**src/rtl/mod_updown_counter.sv**
```systemverilog
// Parametrised up/down counter with clear, clamped load, enable, wrap/saturate mode and tc/wrap flags.
// Define CNT_PRESCALE_EN to qualify the count enable with a PRESCALE-cycle prescaler.
module mod_updown_counter #(
  parameter int unsigned WIDTH    = 4,
  parameter int unsigned MAX_VAL  = 9,
  parameter int unsigned PRESCALE = 4
) (
  input  logic             clk,
  input  logic             rst,
  input  logic             clr,
  input  logic             load,
  input  logic [WIDTH-1:0] load_val,
  input  logic             en,
  input  logic             up,
  input  logic             sat,
  output logic [WIDTH-1:0] cnt,
  output logic             tc,
  output logic             wrap
);

  localparam logic [WIDTH-1:0] MaxVal = WIDTH'(MAX_VAL);

  logic [WIDTH-1:0] cntQ, cntD;
  logic             wrapQ, wrapD;
  logic             stepEn;

`ifdef CNT_PRESCALE_EN
  localparam int unsigned PscW    = (PRESCALE > 1) ? $clog2(PRESCALE) : 1;
  localparam logic [PscW-1:0] PscLast = PscW'(PRESCALE - 1);

  logic [PscW-1:0] pscQ, pscD;

  // Only the en cycle that completes a prescale period becomes a counting step.
  assign stepEn = en && (pscQ == PscLast);

  always_comb begin
    pscD = pscQ;
    if (clr || load) begin
      pscD = '0;
    end else if (en) begin
      if (pscQ == PscLast) begin
        pscD = '0;
      end else begin
        pscD = pscQ + 1'b1;
      end
    end
  end

  always_ff @(posedge clk or posedge rst) begin
    if (rst) begin
      pscQ <= '0;
    end else begin
      pscQ <= pscD;
    end
  end
`else
  assign stepEn = en;
`endif

  // Values above MaxVal can only come from a glitch; they are steered back into range.
  always_comb begin
    cntD  = cntQ;
    wrapD = 1'b0;
    if (clr) begin
      cntD = '0;
    end else if (load) begin
      cntD = (load_val > MaxVal) ? MaxVal : load_val;
    end else if (stepEn) begin
      if (up) begin
        if (cntQ < MaxVal) begin
          cntD = cntQ + 1'b1;
        end else if (cntQ > MaxVal) begin
          cntD  = '0;
          wrapD = 1'b1;
        end else if (!sat) begin
          cntD  = '0;
          wrapD = 1'b1;
        end
      end else begin
        if (cntQ > MaxVal) begin
          cntD = MaxVal;
        end else if (cntQ != '0) begin
          cntD = cntQ - 1'b1;
        end else if (!sat) begin
          cntD  = MaxVal;
          wrapD = 1'b1;
        end
      end
    end
  end

  always_ff @(posedge clk or posedge rst) begin
    if (rst) begin
      cntQ  <= '0;
      wrapQ <= 1'b0;
    end else begin
      cntQ  <= cntD;
      wrapQ <= wrapD;
    end
  end

  assign cnt  = cntQ;
  assign wrap = wrapQ;
  assign tc   = up ? (cntQ == MaxVal) : (cntQ == '0);

endmodule

```
**config.mk**
```make
export PLATFORM = sky130hd
export DESIGN_NAME = mod_updown_counter
export DESIGN_NICKNAME = d
export VERILOG_FILES = /design/src/rtl/mod_updown_counter.sv
export SDC_FILE = /design/constraint.sdc
export NUM_CORES = 1
export LEC_CHECK = 0
export BUFFER_PORTS_ARGS = -buffer_cell sky130_fd_sc_hd__clkbuf_2
export CORE_AREA = 2 2 39 41
export DETAILED_ROUTE_END_ITERATION = 8
export DIE_AREA = 0 0 41 43
export PLACE_DENSITY = 0.71
export SLEW_MARGIN = 10
export SYNTH_ARGS = -nofsm -noshare
export SYNTH_HDL_FRONTEND = slang
export SYNTH_SLANG_ARGS = --single-unit
```
**constraint.sdc**
```tcl
create_clock -name clk -period 5.5 [get_ports clk]
set_clock_uncertainty 0.1 [all_clocks]
set_input_delay 0.55 -clock clk [delete_from_list [all_inputs] [get_ports clk]]
set_output_delay 0.55 -clock clk [all_outputs]
set_load 0.01 [all_outputs]
```
==> results of run 1 <==
power breakdown:
| group | leakage (nW) | switching, mW | internal (mW) |
|---|---|---|---|
| Sequential | 0.0656 | 0.00958 | 0.0401 |
| Combinational | 0.236 | 0.0324 | 0.0280 |
| Clock | 0.0150 | 0.0136 | 0.0273 |
| Total | 0.317 | 0.0555 | 0.0955 |
through the flow:
stage,area [um^2],power (mW),setup slack [ns]
floorplan,609,0.0948,3.50
global placement,669,0.110,3.35
detailed placement,669,0.110,3.29
CTS,696,0.153,3.04
global route,696,0.166,2.90
finish,696,0.151,3.06
area by class of cell:
cell class / instances / area (um^2)
Clock buffer: 4 / 26.3
Fill cell: 135 / 688
Inverter: 5 / 18.8
Multi-Input combinational cell: 57 / 425
Sequential cell: 5 / 125
Tap cell: 16 / 20.0
Timing Repair Buffer: 16 / 80.1
routing by layer:
layer / track usage [%] / vias up / share of wire, %
met3: 5.76 / 4 / 7.0
li1: - / 298 / -
met2: 25.3 / 25 / 44
met1: 24.4 / 260 / 47
met5: 0 / - / 0
met4: 9.33 / 0 / 1.9
state kept, by name (all words and copies together) (netlist names):
register and cells:
cnt 4, wrap 1
cells in the mapped netlist (2+ instances only):
cell type	count	share of area, %
nand2_1	6	3.7
dfrtp_1	5	21
inv_1	5	3.1
nand2b_1	5	5.1
ha_1	4	8.2
nor2b_1	4	4.1
a211oi_1	3	3.7
a21oi_1	3	2.5
a31oi_1	3	3.1
buf_6	2	3.7
clkbuf_1	2	1.2
mux2i_1	2	3.3
nor2_1	2	1.2
o21ai_0	2	1.6
o31ai_1	2	2.5
or2_2	2	2.1
worst max-delay path, cell delays in order, from the launching register on:
cell and delay, ns:
dfrtp_1 0.47, inv_1 0.14, ha_1 0.24, nor4b_1 0.39, or2_2 0.19, clkbuf_2 0.12
cell families after synthesis:
| family | after synthesis | synth area share [%] |
|---|---|---|
| simple gates | 27 | 27.1 |
| compound gates | 23 | 29.8 |
| buf+inv | 11 | 9.65 |
| flops | 5 | 20.5 |
| fa+ha+maj | 4 | 8.21 |
| mux | 2 | 3.29 |
| xor+xnor | 1 | 1.44 |
path summary, 6_finish.rpt:
| check | end | startpoint | depth (start not counted) |
|---|---|---|---|
| worst max-delay path | tc | cnt[0] | 5 |
| worst min-delay path | wrap | rst | 2 |
| worst max register to register | cnt[0] | cnt[0] | 6 |
| worst min register to register | cnt[1] | cnt[1] | 2 |
| max in group asynchronous | cnt[2] | rst | 2 |
| min in group clk | wrap | sat | 2 |
==> metrics, run 1 <==
Max FO, Critical Path=7; clk_lat worst skew=0.24 ns; WL/cell=13.2 um; Yosys cell types=37; hold_buf cts=0; Rows=14; Area growth syn-to-layout=14.2%; post-synthesis cell count=73; Sinks on Clock Net=5; outcome=finished, final reports clean; Min-Delay Path Class=input port to async pin; pwr/cell area=217 nW/um^2; Overall Global Routing Usage=18.2%; Reg clk slew, reported paths=0.04 ns; Slew Viols, Final=0; Slew HR=65.4%; detailed-placement wirelength estimate=1050 um; final setup TNS=0 ns; CTS tree=yes; EDFF count, synth=0; crit path kind=register to primary output; initial antenna violation count=0; die height=43 um; via count=587; area of the core=1380 um^2; GR Overflow Total=0; first-pass GRT wire length=2210 um; CP Capture Type=primary output; maxcap violations=0; nets=103; Syn Std Cell Area=609 um^2; H-tree lvl count=1; most common cell after layout, fill and taps aside=clkbuf_2; sequential area share after synthesis=20.5%; starting density of the core=44.0%; 1st-iter DRT viols=12; highest-count cells in the layout ignoring fill and taps=clkbuf_2, nand2_1, nand2b_1, inv_1, dfrtp_1; postcts setup bufs=0; Worst-Margin Slew=0.506 ns; Avg Cell Area, Syn=8.35 um^2; Peak Freq=0.409 GHz; share of synthesized flip-flops with an asynchronous set or reset=100%; Antenna diodes=0; Post-DRT Antenna Nets=0; R2R setup slack=3.33 ns; Clock Path Buffers=2; die area=1760 um^2; die width=41 um; RSZ-0062 raised after global routing=no; Peak VDD IR=0.213 mV; endpoints failing setup=0; period utilization=44.4%; vias in the first global route=552; static leakage=0.317 nW; final non-filler cell total=103; Main synth FF type=dfrtp_1; WP data arrival=1.79 ns; Final Hold Viols=0; Ys Warns=0; FF+latch count, synth=5; Hold WS=0.0773 ns; via/cell ratio=5.70; Data required, critical path=4.85 ns; Setup crit start kind=register; fin util=50.3%; DRC=0; dpl cells=99; Pre-antenna DRT Iters=4; Period minus WS final=2.44 ns; CTS Root Cell=clkbuf_4; cts repair resizes=0; number of buffers created by CTS=3; IO buf count=16; IO Count=17; largest net degree at the start of global routing=19; layout cells sized above 1=28.7%; Placer Congestion=0.840; Net Count, Synth=88; drt total wl=1360 um
(Power assumes the default switching activity.)
==> run 2, diff against run 1 <==
CORE_AREA = default   (was 2 2 39 41)
CORE_MARGIN = 1.5   (was default)
CORE_UTILIZATION = 45   (was default)
DIE_AREA = default   (was 0 0 41 43)
PLACE_DENSITY = 0.73   (was 0.71)
clock period = 2.03 ns   (was 5.5 ns; I/O delays follow)
==> metrics, run 2 (synthesized netlist as in run 1, its figures left out) <==
outcome=finished, final reports clean; multi-input logic area=437 um^2; max reg flops=4; IO buf count=16; Data required, critical path=1.73 ns; die width=39.8 um; initial antenna violation count=0; Sinks on Clock Net=5; Slew Viols, Final=0; largest net degree at the start of global routing=16; starting density of the core=47.4%; highest-count cells in the layout ignoring fill and taps=clkbuf_2, buf_4, nand2_1, nand2b_1, dfrtp_1; die height=39.8 um; Min-Delay Path Class=input port to register; vias in the first global route=555; die area=1580 um^2; H-tree lvl count=1; Clock Path Buffers=2; via/cell ratio=5.60; Rows=13; maxcap violations=0; final setup TNS=0 ns; startpoint of the worst hold path=sat; clk_lat worst skew=0.25 ns; Slew HR=76.6%; endpoints failing setup=0; Peak Freq=0.519 GHz; Max FO, Critical Path=4; Critical path origin=cnt[0]; Antenna diodes=0; Final Hold Viols=0; Post-DRT Antenna Nets=0; layout cells sized above 1=39.2%; Worst-Margin Slew=0.343 ns; drt total wl=1470 um; area of the core=1280 um^2; via count=627; Setup crit start kind=register; Period minus WS final=1.93 ns; Fill cells=128; Seq. cell area=125 um^2; GR Overflow Total=0; first-pass GRT wire length=2260 um; CP Capture Type=primary output; WP data arrival=1.62 ns; Pre-antenna DRT Iters=4; most common cell after layout, fill and taps aside=clkbuf_2; RSZ-0062 raised after global routing=no; CTS tree=yes; pwr/cell area=577 nW/um^2; crit path kind=register to primary output; WL/cell=13.1 um; Reg clk slew, reported paths=0.05 ns; period utilization=94.8%; Placer Congestion=0.940; CTS Root Cell=clkbuf_4; 1st-iter DRT viols=6; FF-to-FF Start=cnt[0]; Area growth syn-to-layout=28.5%; detailed-placement wirelength estimate=1150 um; Peak VDD IR=0.556 mV; IO Count=17; nets=113; DRC=0; fin util=61.0%; Overall Global Routing Usage=22.2%; static leakage=0.367 nW; number of buffers created by CTS=3
run 2: path summary, 6_finish.rpt:
kind                           to  cells past startpoint  slack, ns
hold reg to reg            cnt[1]                      2       0.50
hold / removal               wrap                      2       0.07
setup reg to reg           cnt[0]                      7       0.17
min in group asynchronous  cnt[1]                      3       0.29
setup / recovery               tc                      6       0.10
max in group asynchronous  cnt[3]                      3       1.37
run 2: layout make-up:
class	instances	share of cell area (%)
inverters	5	2.40
multi-input cells	57	55.8
well taps	15	2.40
flip-flops and latches	5	16.0
repair buffers	26	20.1
clock buffers	4	3.35
run 2: report_power, final:
part	total [mW]	switching, mW	internal (mW)
clock	0.115	0.0407	0.0743
sequential	0.123	0.0140	0.109
combinational	0.214	0.108	0.106
total	0.452	0.163	0.289
run 2: what timing repair did:
item                                    in CTS  in global routing
hold buffers                                 1                  0
gates resized for setup                      0                  4
endpoints found under the hold margin        5                  0
buffers inserted                             0                  0
endpoints found under the setup margin       0                  5
run 2: worst max-delay path: stages, from the launching register on:
cell,delay [ns]
dfrtp_1,0.40
inv_2,0.07
ha_2,0.19
nor4b_2,0.16
buf_4,0.15
or2_2,0.28
clkbuf_2,0.13
run 2: per-stage QoR:
stage	instances	power (mW)	area, um^2	hold slack [ns]	setup slack (ns)
2_1_floorplan	73	0.257	609	-0.118	0.0263
3_3_place_gp	107	0.328	736	-0.0201	0.156
3_5_place_dp	107	0.331	736	-0.0163	0.107
4_1_cts	112	0.452	772	0.0677	0.0332
5_1_grt	112	0.492	783	0.0726	0.0155
6_report	112	0.452	783	0.0733	0.105
run 2: per-layer routing:
layer	up-vias	GRT usage, %	wire length (um)
met1	288	26.4	680
met4	0	7.76	0
met5	-	0	0
met2	18	38.1	726
li1	321	-	-
met3	0	5.11	64
